File: config.mk
export PLATFORM = sky130hd
export DESIGN_NAME = lfsr_prng
export DESIGN_NICKNAME = d
export VERILOG_FILES = /design/src/rtl/lfsr_pkg.sv /design/src/rtl/lfsr_step_k.sv /design/src/rtl/lfsr_prng.sv
export SDC_FILE = /design/constraint.sdc
export NUM_CORES = 1
export LEC_CHECK = 0
export ABC_AREA = 1
export BUFFER_PORTS_ARGS = -buffer_cell sky130_fd_sc_hd__buf_2
export CAP_MARGIN = 10
export CORE_AREA = 4 4 95 97
export DETAILED_ROUTE_END_ITERATION = 16
export DIE_AREA = 0 0 99 101
export PLACE_DENSITY = 0.5
export SYNTH_ARGS = -nofsm -noshare
export SYNTH_HDL_FRONTEND = slang
export SYNTH_SLANG_ARGS = --single-unit
File: constraint.sdc
create_clock -name clk -period 2.1 [get_ports clk]
set_input_delay 0.42 -clock clk [delete_from_list [all_inputs] [get_ports clk]]
set_output_delay 0.42 -clock clk [all_outputs]
set_load 0.02 [all_outputs]
File: src/rtl/lfsr_pkg.sv
// Shared types and constants for the lfsr_prng random source: FSM encoding,
// counter widths and default tap polynomials per state width.
package lfsr_pkg;

  localparam int MAX_N    = 64;
  localparam int CNT_W    = 8;
  localparam int PERIOD_W = 32;

  typedef enum logic {
    ST_WARMUP = 1'b0,
    ST_RUN    = 1'b1
  } fsm_t;

  localparam logic [3:0]  POLY_4  = 4'h9;
  localparam logic [7:0]  POLY_8  = 8'hB8;
  localparam logic [15:0] POLY_16 = 16'hD008;
  localparam logic [31:0] POLY_32 = 32'h80200003;

  // Widths without a listed polynomial fall back to the 16-bit mask.
  function automatic logic [MAX_N-1:0] default_poly(input int n);
    case (n)
      4:       return MAX_N'(POLY_4);
      8:       return MAX_N'(POLY_8);
      32:      return MAX_N'(POLY_32);
      default: return MAX_N'(POLY_16);
    endcase
  endfunction

endpackage

File: src/rtl/lfsr_step_k.sv
// Combinational K-step unroll of a Fibonacci LFSR: shifts left, feedback
// enters at bit 0, oldest feedback bit reported in the MSB of fb_bits.
module lfsr_step_k #(
  parameter int N = 16,
  parameter int K = 1
) (
  input  logic [N-1:0] state,
  input  logic [N-1:0] taps,
  output logic [N-1:0] next_state,
  output logic [K-1:0] fb_bits
);

  logic [N-1:0] s;
  logic [K-1:0] bits;
  logic         fb;

  // NOTE: blocking assignments here build a chain of K combinational stages;
  // each iteration sees the value the previous iteration produced.
  always_comb begin
    s    = state;
    bits = '0;
    fb   = 1'b0;
    for (int i = 0; i < K; i++) begin
      fb            = ^(s & taps);
      bits[K-1-i]   = fb;
      s             = {s[N-2:0], fb};
    end
    next_state = s;
    fb_bits    = bits;
  end

endmodule

File: src/rtl/lfsr_prng.sv
// Fibonacci LFSR random source with programmable taps, seed load, warm-up
// and zero-state recovery. Define LFSR_PERIOD_CNT_EN to add period/period_hit.
module lfsr_prng
  import lfsr_pkg::*;
#(
  parameter int           N            = 16,
  parameter int           K            = 1,
  parameter logic [N-1:0] DEFAULT_POLY = N'(default_poly(N)),
  parameter logic [N-1:0] DEFAULT_SEED = N'(1),
  parameter int           WARMUP       = 16
) (
  input  logic         clk,
  input  logic         rst,
  input  logic         ena,
  input  logic         seed_load,
  input  logic [N-1:0] seed,
  input  logic         poly_load,
  input  logic [N-1:0] poly,
  input  logic         out_ready,
  output logic         out_valid,
  output logic [N-1:0] random,
  output logic [K-1:0] rnd_bits,
  output logic         lockup,
  output logic         busy
`ifdef LFSR_PERIOD_CNT_EN
  ,
  output logic [PERIOD_W-1:0] period,
  output logic                period_hit
`endif
);

  localparam logic [CNT_W-1:0] WARM_CNT = CNT_W'(WARMUP);
  localparam logic [CNT_W-1:0] K_CNT    = CNT_W'(K);
  localparam fsm_t             START_ST = (WARMUP == 0) ? ST_RUN : ST_WARMUP;
  localparam logic [N-1:0]     ONE      = N'(1);

  fsm_t             fsm_q, fsm_d;
  logic [N-1:0]     state_q, state_d;
  logic [N-1:0]     taps_q;
  logic [N-1:0]     step_next;
  logic [K-1:0]     step_bits;
  logic [K-1:0]     rnd_q, rnd_d;
  logic [CNT_W-1:0] cnt_q, cnt_d;
  logic             lockup_q, lockup_d;
  logic             zero_state;
  logic             advance;

  lfsr_step_k #(
    .N (N),
    .K (K)
  ) u_step (
    .state      (state_q),
    .taps       (taps_q),
    .next_state (step_next),
    .fb_bits    (step_bits)
  );

  assign zero_state = (state_q == '0);
  assign out_valid  = (fsm_q == ST_RUN);
  assign busy       = (fsm_q == ST_WARMUP);
  assign random     = state_q;
  assign rnd_bits   = rnd_q;
  assign lockup     = lockup_q;

  // NOTE: every output of a combinational block gets a default first, so no
  // path through the if/case leaves a variable unassigned and infers a latch.
  always_comb begin
    fsm_d    = fsm_q;
    cnt_d    = cnt_q;
    state_d  = state_q;
    rnd_d    = rnd_q;
    lockup_d = lockup_q;
    advance  = 1'b0;

    if (seed_load) begin
      state_d  = seed;
      fsm_d    = START_ST;
      cnt_d    = WARM_CNT;
      lockup_d = 1'b0;
    end else if (ena) begin
      if (zero_state) begin
        // Recovery cycle: not an advance, so the warm-up count is untouched.
        state_d  = ONE;
        lockup_d = 1'b1;
      end else begin
        case (fsm_q)
          ST_WARMUP: begin
            advance = 1'b1;
            cnt_d   = (cnt_q > K_CNT) ? cnt_q - K_CNT : '0;
            if (cnt_d == '0) fsm_d = ST_RUN;
          end
          ST_RUN: advance = out_ready;
          default: fsm_d = START_ST;
        endcase
        if (advance) begin
          state_d = step_next;
          rnd_d   = step_bits;
        end
      end
    end
  end

  // NOTE: state uses non-blocking assignments so all registers update from
  // the same pre-edge values; rst is asynchronous and overrides everything.
  always_ff @(posedge clk or posedge rst) begin
    if (rst) begin
      fsm_q    <= START_ST;
      cnt_q    <= WARM_CNT;
      state_q  <= DEFAULT_SEED;
      rnd_q    <= '0;
      lockup_q <= 1'b0;
    end else begin
      fsm_q    <= fsm_d;
      cnt_q    <= cnt_d;
      state_q  <= state_d;
      rnd_q    <= rnd_d;
      lockup_q <= lockup_d;
    end
  end

  // Taps change independently of ena; an advance in the same cycle still
  // sees the old mask because step_next is computed from taps_q.
  always_ff @(posedge clk or posedge rst) begin
    if (rst)            taps_q <= DEFAULT_POLY;
    else if (poly_load) taps_q <= poly;
  end

`ifdef LFSR_PERIOD_CNT_EN
  localparam logic [PERIOD_W-1:0] K_STEPS = PERIOD_W'(K);

  logic [PERIOD_W-1:0] step_cnt_q;
  logic [PERIOD_W-1:0] period_q;
  logic [N-1:0]        seed_q;
  logic                hit_q;
  logic                measured_q;

  always_ff @(posedge clk or posedge rst) begin
    if (rst) begin
      step_cnt_q <= '0;
      period_q   <= '0;
      seed_q     <= DEFAULT_SEED;
      hit_q      <= 1'b0;
      measured_q <= 1'b0;
    end else begin
      hit_q <= 1'b0;
      if (seed_load) begin
        step_cnt_q <= '0;
        period_q   <= '0;
        seed_q     <= seed;
        measured_q <= 1'b0;
      end else if (advance) begin
        step_cnt_q <= step_cnt_q + K_STEPS;
        if (step_next == seed_q) begin
          hit_q <= 1'b1;
          // First return to the seed is the period; later hits keep it.
          if (!measured_q) begin
            period_q   <= step_cnt_q + K_STEPS;
            measured_q <= 1'b1;
          end
        end
      end
    end
  end

  assign period     = period_q;
  assign period_hit = hit_q;
`endif

endmodule
==> flow_metrics.py <==
metrics = {
    "layout": {
        "fin_nets": 444,
        "syn_to_final_growth_pct": 19.89,
        "n_antenna_cell": 0,
        "layout-drive-gt1-share_pct": 26.17,
        "final_util_pct": 37.36,
        "mostFrequentLayoutCells": "nand2_1, buf_2, dfrtp_1",
        "fill_cells": 849,
        "final_common_cell": "nand2_1",
        "fin_cells": 510,
    },
    "drt": {
        "routed_via_density": 4.516,
        "wire_per_inst_um": 12.20,
        "antenna_left": 0,
        "drt_iter0_drc": 159,
        "routed_wl_mm": 6.221,
        "drtPass1Iterations": 4,
        "drc": 0,
        "vias": 2303,
    },
    "floorplan": {
        "core-area_mm2": 0.008134,
        "die_area_mm2": 0.009999,
        "start_util_pct": 31.16,
        "die_y_um": 101,
        "rows": 33,
        "io_pins": 58,
        "chipWidth_um": 99,
    },
    "timing": {
        "maxSlewHeadroom_pct": 57.63,
        "tns_ns": 0,
        "max_freq_ghz": 0.5410,
        "maxSlewViolCount": 0,
        "hold_viol_final": 0,
        "holdWs_ns": 0.2508,
        "grt_setup_unrepaired": "false",
        "post-route-period-util_pct": 88.03,
        "min_period_ns": 1.849,
        "tightest_slew_ns": 0.6335,
        "setup_violations": 0,
        "fin_skew_ns": 0.01054,
    },
    "clocking": {
        "cts_buffer_depth": 2,
        "post-cts-setup-buffers": 0,
        "clk_latency_ns": 0.30,
        "clock_sinks": 43,
        "cts_htree_levels": 2,
        "cts-resized-gates": 0,
        "clk_pin_slew_ns": 0.08,
        "cts_tree": "built",
        "holdBufCountCts": 0,
        "root_buffer": "clkbuf_8",
        "cts_buffers": 5,
    },
    "power": {
        "p_int_w": 0.001555,
        "power_frac_seq_pct": 43.3,
        "power_density_mw_per_mm2": 789.5,
        "p_leak_nw": 1.651,
        "vdd_drop_max_mv": 0.2579,
        "p_sw_share_pct": 35.18,
        "p_clk_share_pct": 27.2,
        "switchingPower_w": 0.0008441,
        "pwr-share-comb_pct": 29.4,
    },
    "synth": {
        "syn-cell-area_mm2": 0.002535,
        "synth_seq_area_share_pct": 42.74,
        "syn_avg_cell_area_um2": 7.369,
        "netlist_instances": 344,
        "yosysWarnings": 0,
        "synth_cell_type_count": 30,
        "synth_nets": 384,
        "synth-seq-cells": 43,
    },
    "worst_setup_path": {
        "criticalPathCategory": "flop to flop",
        "endpoint_kind": "flop",
        "arrival_ns": 2.09,
        "worstPathMaxFanout": 7,
        "startpoint_type": "flop",
        "worstPathRequired_ns": 2.34,
    },
    "place": {
        "dp_hpwl_mm": 4.665,
        "dp_cells": 502,
        "routabilityCongestion": 0.8856,
        "port_buffers": 57,
    },
    "hold_path": {
        "min_path_type": "primary input to async pin",
    },
    "global_routing": {
        "grt_usage_pct": 13.01,
        "grt_max_degree": 44,
        "antenna_found_initial": 0,
        "grt_remaining_overflow": 0,
        "first_global_vias": 2262,
        "grt_pass1_wl_mm": 10.55,
    },
    "outcome": {
        "outcome": "finished, final reports clean",
    },
    "run": {
        "drv_cap": 0,
    },
}
[synth_stat cells]
cell | instances | area [µm²]
o31ai_1 | 1 | 7.510
nand2_1 | 163 | 611.8
a21oi_4 | 1 | 16.27
or2_1 | 2 | 12.51
nor2_4 | 2 | 22.52
mux2_2 | 16 | 180.2
buf_6 | 2 | 22.52
ha_1 | 2 | 25.02
nand3_2 | 1 | 10.01
inv_1 | 27 | 101.4
xnor2_1 | 1 | 8.760
buf_2 | 2 | 10.01
a21oi_2 | 1 | 8.760
a21oi_1 | 3 | 15.01
nand3_1 | 25 | 125.1
dfrtp_1 | 37 | 925.9
o22ai_1 | 4 | 25.02
nor2_1 | 21 | 78.83
clkbuf_1 | 2 | 7.510
o21a_1 | 1 | 7.510
inv_2 | 5 | 18.77
o21ai_0 | 3 | 15.01
nor3_4 | 2 | 32.53
dfstp_2 | 6 | 157.7
nand2_4 | 1 | 11.26
nand4_1 | 3 | 18.77
o21ai_1 | 2 | 10.01
nor3_1 | 4 | 20.02
nand2_2 | 3 | 18.77
nor3_2 | 1 | 10.01
[stage by stage]
step | total power, W | cell area (µm²) | setup WS, ns
finish | 0.002400 | 3039 | 0.2515
global route | 0.002586 | 3039 | 0.1156
CTS | 0.002442 | 3039 | 0.2814
detailed placement | 0.001765 | 2927 | 0.2995
global placement | 0.001765 | 2927 | 0.3524
floorplan | 0.001563 | 2535 | 0.5384
[worst max-delay path: stages, from the launching register on]
cell and delay [ns]:
dfrtp_1 0.40, inv_1 0.17, ha_1 0.30, nor2_1 0.10, nor3_4 0.29, inv_2 0.10, o21ai_0 0.13, nand2_1 0.09
nor2_1 0.10, nand2_1 0.06, nand2_1 0.05
[final timing paths]
path / start / endpoint / slack, ns / depth (start not counted)
setup / recovery: cnt_q[0] / out_valid / 0.25 / 10
hold / removal: rst / lockup / 0.25 / 3
setup reg to reg: cnt_q[0] / out_valid / 0.25 / 10
hold reg to reg: random[0] / random[0] / 0.50 / 2
max in group asynchronous: rst / random[0] / 1.45 / 3
min in group clk: seed[4] / random[4] / 0.33 / 3
[power by group through the flow]
| stage | Sequential, W | Combinational (W) | Clock (W) |
|---|---|---|---|
| finish | 0.00104 | 0.000706 | 0.000653 |
| CTS | 0.00104 | 0.000714 | 0.000687 |
| global route | 0.00106 | 0.000812 | 0.000718 |
| floorplan | 0.00108 | 0.000479 | 0 |
| global placement | 0.00106 | 0.000710 | 0 |
| detailed placement | 0.00105 | 0.000710 | 0 |
[per-layer routing]
metal	vias to the layer above	track usage, %	routed length, µm
met5	-	0	0
li1	1206	-	-
met3	5	3.322	301
met4	0	3.992	66
met1	1052	16.97	2909
met2	40	21.18	2944
[final cells by class]
| class | count | area (µm²) | share of cell area, % |
|---|---|---|---|
| Sequential cell | 43 | 1084 | 35.65 |
| Timing Repair Buffer | 59 | 300.3 | 9.881 |
| Clock inverter | 3 | 43.79 | 1.441 |
| Clock buffer | 5 | 68.82 | 2.264 |
| Tap cell | 105 | 131.4 | 4.323 |
| Inverter | 32 | 120.1 | 3.952 |
| Multi-Input combinational cell | 263 | 1291 | 42.49 |
[registers in the layout, summed over array words and instances, names as in the netlist]
signal and cells:
out_valid 1, cnt_q 8, random 16, taps_q 16
rnd_bits 1, lockup 1
[cell families after synthesis]
| logic type | count (synthesis) | synth area share [%] |
|---|---|---|
| buf+inv | 38 | 6.318 |
| simple gates | 228 | 38.35 |
| compound gates | 16 | 4.146 |
| xor+xnor | 1 | 0.3456 |
| fa+ha+maj | 2 | 0.9870 |
| flops | 43 | 42.74 |
| mux | 16 | 7.107 |
Note: power is estimated with default switching activity, not from simulation.
